### src/rtl/mrv1_operand_stage.sv
// Operand stage: accepts a decoded instruction, reads the register file, resolves writeback bypass, holds operands for execute.
// Latency 2 cycles accept->exe_valid_o; backpressure via exe_ready_i stalls in VALID and deasserts dec_ready_o.
module mrv1_operand_stage #(
   parameter int PC_WIDTH_P       = 32,
   parameter int DATA_WIDTH_P     = 32,
   parameter int REG_ADDR_WIDTH_P = 5,
   parameter int TID_WIDTH_P      = 2
) (
   input  logic                        clk_i,
   input  logic                        rst_ni,
   input  logic                        dec_valid_i,
   output logic                        dec_ready_o,
   input  logic [TID_WIDTH_P-1:0]      dec_tid_i,
   input  logic [REG_ADDR_WIDTH_P-1:0] dec_rs0_addr_i,
   input  logic [REG_ADDR_WIDTH_P-1:0] dec_rs1_addr_i,
   input  logic                        dec_rs0_used_i,
   input  logic                        dec_rs1_used_i,
   input  logic [1:0]                  dec_src0_sel_i,
   input  logic [1:0]                  dec_src1_sel_i,
   input  logic [DATA_WIDTH_P-1:0]     dec_imm0_i,
   input  logic [DATA_WIDTH_P-1:0]     dec_imm1_i,
   input  logic [PC_WIDTH_P-1:0]       dec_pc_i,
   output logic                        rf_rd_en_o,
   output logic [TID_WIDTH_P-1:0]      rf_rd_tid_o,
   output logic [REG_ADDR_WIDTH_P-1:0] rf_rs0_addr_o,
   output logic [REG_ADDR_WIDTH_P-1:0] rf_rs1_addr_o,
   input  logic [DATA_WIDTH_P-1:0]     rf_rs0_data_i,
   input  logic [DATA_WIDTH_P-1:0]     rf_rs1_data_i,
   input  logic                        wb_valid_i,
   input  logic [TID_WIDTH_P-1:0]      wb_tid_i,
   input  logic [REG_ADDR_WIDTH_P-1:0] wb_rd_addr_i,
   input  logic [DATA_WIDTH_P-1:0]     wb_data_i,
   input  logic                        flush_i,
   input  logic [TID_WIDTH_P-1:0]      flush_tid_i,
   output logic                        exe_valid_o,
   input  logic                        exe_ready_i,
   output logic [TID_WIDTH_P-1:0]      exe_tid_o,
   output logic [1:0]                  exe_src0_sel_o,
   output logic [1:0]                  exe_src1_sel_o,
   output logic [DATA_WIDTH_P-1:0]     exe_rs0_data_o,
   output logic [DATA_WIDTH_P-1:0]     exe_rs1_data_o,
   output logic [DATA_WIDTH_P-1:0]     exe_imm0_o,
   output logic [DATA_WIDTH_P-1:0]     exe_imm1_o,
   output logic [PC_WIDTH_P-1:0]       exe_pc_o
);

   typedef enum logic [1:0] {ST_IDLE = 2'd0, ST_READ = 2'd1, ST_VALID = 2'd2} state_e;

   state_e                        r_state, w_state_nxt;
   logic                          w_accept, w_flush_hit;
   logic                          w_wb_hit0, w_wb_hit1, w_acc_hit0, w_acc_hit1;
   logic [DATA_WIDTH_P-1:0]       w_op0, w_op1;

   logic [TID_WIDTH_P-1:0]        r_tid;
   logic [REG_ADDR_WIDTH_P-1:0]   r_rs0_addr, r_rs1_addr;
   logic                          r_rs0_used, r_rs1_used;
   logic [1:0]                    r_src0_sel, r_src1_sel;
   logic [DATA_WIDTH_P-1:0]       r_imm0, r_imm1, r_rs0_data, r_rs1_data;
   logic [PC_WIDTH_P-1:0]         r_pc;
   logic                          r_byp0_vld, r_byp1_vld;
   logic [DATA_WIDTH_P-1:0]       r_byp0_dat, r_byp1_dat;

   assign w_flush_hit = flush_i && (flush_tid_i == r_tid);

   // Hits against the held instruction; an unused operand must stay zero so it never takes a bypass.
   assign w_wb_hit0 = wb_valid_i && (wb_tid_i == r_tid) && (wb_rd_addr_i == r_rs0_addr)
                      && (r_rs0_addr != '0) && r_rs0_used;
   assign w_wb_hit1 = wb_valid_i && (wb_tid_i == r_tid) && (wb_rd_addr_i == r_rs1_addr)
                      && (r_rs1_addr != '0) && r_rs1_used;
   assign w_acc_hit0 = wb_valid_i && (wb_tid_i == dec_tid_i) && (wb_rd_addr_i == dec_rs0_addr_i)
                       && (dec_rs0_addr_i != '0);
   assign w_acc_hit1 = wb_valid_i && (wb_tid_i == dec_tid_i) && (wb_rd_addr_i == dec_rs1_addr_i)
                       && (dec_rs1_addr_i != '0);

   always_ff @(posedge clk_i or negedge rst_ni) begin
      if (!rst_ni) r_state <= ST_IDLE;
      else         r_state <= w_state_nxt;
   end

   always_comb begin
      w_state_nxt = r_state;
      dec_ready_o = 1'b0;
      exe_valid_o = 1'b0;
      case (r_state)
         ST_IDLE: begin
            dec_ready_o = !flush_i;
            if (dec_valid_i && !flush_i) w_state_nxt = ST_READ;
         end
         ST_READ: begin
            w_state_nxt = w_flush_hit ? ST_IDLE : ST_VALID;
         end
         ST_VALID: begin
            exe_valid_o = 1'b1;
            dec_ready_o = exe_ready_i && !flush_i;
            if (w_flush_hit)      w_state_nxt = ST_IDLE;
            else if (exe_ready_i) w_state_nxt = (dec_valid_i && !flush_i) ? ST_READ : ST_IDLE;
         end
         default: w_state_nxt = ST_IDLE;
      endcase
      w_accept   = dec_valid_i && dec_ready_o;
      rf_rd_en_o = w_accept;
   end

   assign rf_rd_tid_o   = dec_tid_i;
   assign rf_rs0_addr_o = dec_rs0_addr_i;
   assign rf_rs1_addr_o = dec_rs1_addr_i;

   always_comb begin
      w_op0 = rf_rs0_data_i;
      if (!r_rs0_used || r_rs0_addr == '0) w_op0 = '0;
      else if (w_wb_hit0)                  w_op0 = wb_data_i;
      else if (r_byp0_vld)                 w_op0 = r_byp0_dat;
      w_op1 = rf_rs1_data_i;
      if (!r_rs1_used || r_rs1_addr == '0) w_op1 = '0;
      else if (w_wb_hit1)                  w_op1 = wb_data_i;
      else if (r_byp1_vld)                 w_op1 = r_byp1_dat;
   end

   always_ff @(posedge clk_i or negedge rst_ni) begin
      if (!rst_ni) begin
         r_tid      <= '0;
         r_rs0_addr <= '0;
         r_rs1_addr <= '0;
         r_rs0_used <= 1'b0;
         r_rs1_used <= 1'b0;
         r_src0_sel <= '0;
         r_src1_sel <= '0;
         r_imm0     <= '0;
         r_imm1     <= '0;
         r_pc       <= '0;
         r_rs0_data <= '0;
         r_rs1_data <= '0;
         r_byp0_vld <= 1'b0;
         r_byp1_vld <= 1'b0;
         r_byp0_dat <= '0;
         r_byp1_dat <= '0;
      end else if (w_accept) begin
         r_tid      <= dec_tid_i;
         r_rs0_addr <= dec_rs0_addr_i;
         r_rs1_addr <= dec_rs1_addr_i;
         r_rs0_used <= dec_rs0_used_i;
         r_rs1_used <= dec_rs1_used_i;
         r_src0_sel <= dec_src0_sel_i;
         r_src1_sel <= dec_src1_sel_i;
         r_imm0     <= dec_imm0_i;
         r_imm1     <= dec_imm1_i;
         r_pc       <= dec_pc_i;
         // The RF read launched this cycle cannot see a same-cycle writeback, so remember it.
         r_byp0_vld <= w_acc_hit0;
         r_byp1_vld <= w_acc_hit1;
         r_byp0_dat <= wb_data_i;
         r_byp1_dat <= wb_data_i;
      end else if (r_state == ST_READ) begin
         r_rs0_data <= w_op0;
         r_rs1_data <= w_op1;
      end else if (r_state == ST_VALID) begin
         if (w_wb_hit0) r_rs0_data <= wb_data_i;
         if (w_wb_hit1) r_rs1_data <= wb_data_i;
      end
   end

   assign exe_tid_o      = r_tid;
   assign exe_src0_sel_o = r_src0_sel;
   assign exe_src1_sel_o = r_src1_sel;
   assign exe_rs0_data_o = r_rs0_data;
   assign exe_rs1_data_o = r_rs1_data;
   assign exe_imm0_o     = r_imm0;
   assign exe_imm1_o     = r_imm1;
   assign exe_pc_o       = r_pc;

endmodule

### config.mk
export PLATFORM = sky130hd
export DESIGN_NAME = mrv1_operand_stage
export DESIGN_NICKNAME = d
export VERILOG_FILES = /design/src/rtl/mrv1_operand_stage.sv
export SDC_FILE = /design/constraint.sdc
export NUM_CORES = 1
export LEC_CHECK = 0
export BUFFER_PORTS_ARGS = -buffer_cell sky130_fd_sc_hd__clkbuf_2
export CAP_MARGIN = 10
export CORE_UTILIZATION = 43
export CTS_CLUSTER_SIZE = 30
export DETAILED_ROUTE_END_ITERATION = 6
export GPL_ROUTABILITY_DRIVEN = 1
export GPL_TIMING_DRIVEN = 1
export PLACE_DENSITY = 0.72
export SLEW_MARGIN = 10
export SYNTH_ARGS = -nofsm -noshare
export SYNTH_HDL_FRONTEND = slang
export SYNTH_SLANG_ARGS = --single-unit
### constraint.sdc
create_clock -name clk_i -period 2.9 [get_ports clk_i]
set_clock_uncertainty 0.1 [all_clocks]
set_input_delay 0.435 -clock clk_i [delete_from_list [all_inputs] [get_ports clk_i]]
set_output_delay 0.435 -clock clk_i [all_outputs]
set_load 0.02 [all_outputs]
==> results.py <==
metrics = {
    "pwr": {
        "leakage_nw": 6.33,
        "power_density_mw_per_mm2": 1110,
        "vdd_drop_max_mv": 0.817,
        "power_mw": 14.8,
    },
    "drt": {
        "drc": 0,
        "dr.pass1.iters": 5,
        "ant_nets": 0,
        "via_per_inst": 5.30,
        "vias": 8254,
        "wl_um": 30200,
        "drtIter0Drc": 403,
        "wire_per_inst_um": 19.4,
    },
    "timing": {
        "rsz0062_at_grt": "false",
        "slew_headroom_pct": 59.9,
        "drv_slew": 0,
        "finalHoldViolCount": 0,
        "timing.setup.tns_ns": 0,
        "tightest_slew_ns": 0.597,
        "fmax_mhz": 390,
        "min_period_ns": 2.56,
        "fin_crit_sh_pct": 88.4,
        "setup_viol": 0,
    },
    "logic_synthesis": {
        "synth_edf_count": 0,
        "syn_nets": 1066,
        "synth_cell_types": 29,
        "syn-cell-area_mm2": 0.0102,
        "synth-main-ff-cell": "dfrtp_1",
        "synth_top_area_share_pct": 52.5,
        "synth.most_common_cell": "dfrtp_1",
        "seq_area_frac_synth_pct": 52.5,
        "yosys_warnings": 0,
        "syn_avg_cell_area_um2": 12.2,
        "async_reset_ff_share_pct": 100,
        "yosys-top-cells-count": "dfrtp_1 (214), mux2_2 (210), nand3_1 (130)",
        "ys_top_cells_by_area": "dfrtp_1 (52%), mux2_2 (23%), nand3_1 (6.4%), o211ai_2 (3.7%), o211ai_1 (2.6%)",
        "ys_ff_latch": 214,
        "yosysTopAreaCell": "dfrtp_1",
        "netlist_instances": 837,
    },
    "critical_path": {
        "cp-end-kind": "output pin",
        "crit_type": "reg -> out",
        "worstPathArrival_ns": 2.03,
        "crit_required_ns": 2.37,
        "start_kind": "flip-flop",
        "worstPathMaxFanout": 6,
    },
    "clock_network": {
        "root_buffer": "clkbuf_16",
        "insertion_delay_ns": 0.51,
        "numCtsBuffers": 24,
        "htreeDepth": 1,
        "cts_max_path_buffers": 3,
        "cts_tree": "done",
        "clock-sinks": 214,
        "clkSlewWorstSetupHoldPaths_ns": 0.06,
    },
    "final_layout": {
        "fillers": 2040,
        "diodes": 0,
        "syn_to_final_growth_pct": 31.0,
        "fin_nets": 1448,
        "drive_above_1_share_pct": 58.7,
    },
    "placement": {
        "port_buffers": 405,
        "dp_hpwl_um": 21500,
        "gp_congestion": 0.796,
    },
    "worst_hold_path": {
        "hold_path_class": "in -> reg",
    },
    "global_routing": {
        "antenna_found_initial": 0,
        "grtUsageTotal_pct": 24.4,
        "grt_pass1_vias": 8375,
        "grt_pass1_wl_um": 46300,
        "grt_max_degree": 69,
        "grt-ovfl-total": 0,
    },
    "floorplanning": {
        "num_io_pins": 406,
        "die_area_mm2": 0.0244,
        "core_area_mm2": 0.0234,
        "initial_core_util_pct": 43.6,
        "die_y_um": 156,
        "num_rows": 56,
        "die_w_um": 156,
    },
    "flow_run": {
        "cap_violations": 0,
    },
    "run_status": {
        "outcome": "complete, no violations",
    },
}
state kept, by name, indices dropped and copies added (netlist names), 2 cells and up:
signal,cells
r_byp1_dat,32
exe_imm1_o,32
exe_rs1_data_o,32
exe_src1_sel_o,2
exe_src0_sel_o,2
r_rs1_addr,5
r_state,2
exe_rs0_data_o,32
exe_tid_o,2
r_rs0_addr,5
exe_pc_o,32
exe_imm0_o,32
where the power goes:
group          leakage, nW  internal [mW]  switching [mW]  total [mW]
logic                 3.30           2.50            3.68        6.17
registers             2.62           4.49           0.928        5.42
clock network        0.407           1.94            1.26        3.20
total                 6.33           8.93            5.86        14.8
logic make-up (layout without fill, tap and decap cells):
family                     after synthesis  after routing  synth area share (%)
muxes                                  211            211                  23.3
AOI/OAI and AO/OA                       78             78                  6.97
adders and majority gates                4              4                 0.490
xor gates and xnor gates                24             24                  2.06
DFF                                    214            214                  52.5
and+or+nand+nor                        221            221                  10.4
buffers and inverters                   85            485                  4.38
worst max-delay path: stages (launching register included):
cell	delay (ns)
dfrtp_1	0.37
inv_1	0.09
ha_1	0.25
a21oi_1	0.45
nor2_4	0.17
clkbuf_2	0.19
stage by stage:
step	util [%]	hold WS (ns)	instances	setup slack (ns)	area, um^2
finish	57.1	0.0478	1556	0.335	13400
global route	57.1	0.0292	1556	0.159	13400
CTS	57.1	0.0214	1556	0.246	13400
detailed placement	53.5	0.395	1511	0.282	12500
global placement	53.5	0.387	1511	0.357	12500
floorplan	-	0.0394	837	0.439	10200
per-layer routing:
layer	routed length (um)	part of all wire [%]	GRT usage, %	vias up
met5	0	0	0	-
met4	863	2.9	8.17	0
met3	2230	7.4	5.08	55
met2	14800	49	41.2	386
met1	12200	41	31.0	4042
li1	-	-	-	3771
cell type report:
type | count | area (um^2) | area share, %
Inverter | 5 | 18.8 | 0.140
Tap cell | 319 | 399 | 2.99
Multi-Input combinational cell | 538 | 4440 | 33.2
Clock buffer | 32 | 692 | 5.18
Clock inverter | 12 | 146 | 1.10
Sequential cell | 214 | 5360 | 40.1
Timing Repair Buffer | 436 | 2320 | 17.4
layout by cell type, fill, tap and decap left out, drive strengths merged, types with 2 or more instances in the layout:
cell / count
o31ai: 2
nand3: 130
clkinvlp: 3
bufinv: 3
nor3: 4
or4: 4
xor2: 2
inv: 5
nand2: 68
a21oi: 3
nand4: 4
nor4: 3
xnor2: 22
o21ai: 7
dfrtp: 214
o211ai: 65
nor2: 7
clkinv: 6
ha: 4
clkbuf: 437
buf: 30
mux2: 210
what timing repair did:
item	in CTS	in global routing
endpoints found under the setup margin	0	1
endpoints found under the hold margin	64	0
buffers inserted	0	0
resized for setup	0	1
hold buffers	1	0
path summary, 6_finish.rpt:
| kind | from | endpoint | slack [ns] | cells past startpoint |
|---|---|---|---|---|
| worst max register to register | r_state[0] | exe_rs1_data_o[1] | 0.40 | 7 |
| worst min-delay path | dec_imm0_i[0] | exe_imm0_o[0] | 0.05 | 2 |
| worst min register to register | exe_imm1_o[9] | exe_imm1_o[9] | 0.41 | 1 |
| worst max-delay path | r_state[0] | rf_rd_en_o | 0.34 | 5 |
| max in group asynchronous | rst_ni | exe_rs1_data_o[21] | 1.53 | 3 |
| min in group asynchronous | rst_ni | exe_rs0_data_o[6] | 0.41 | 2 |
Power figures use the tool's default switching activity.
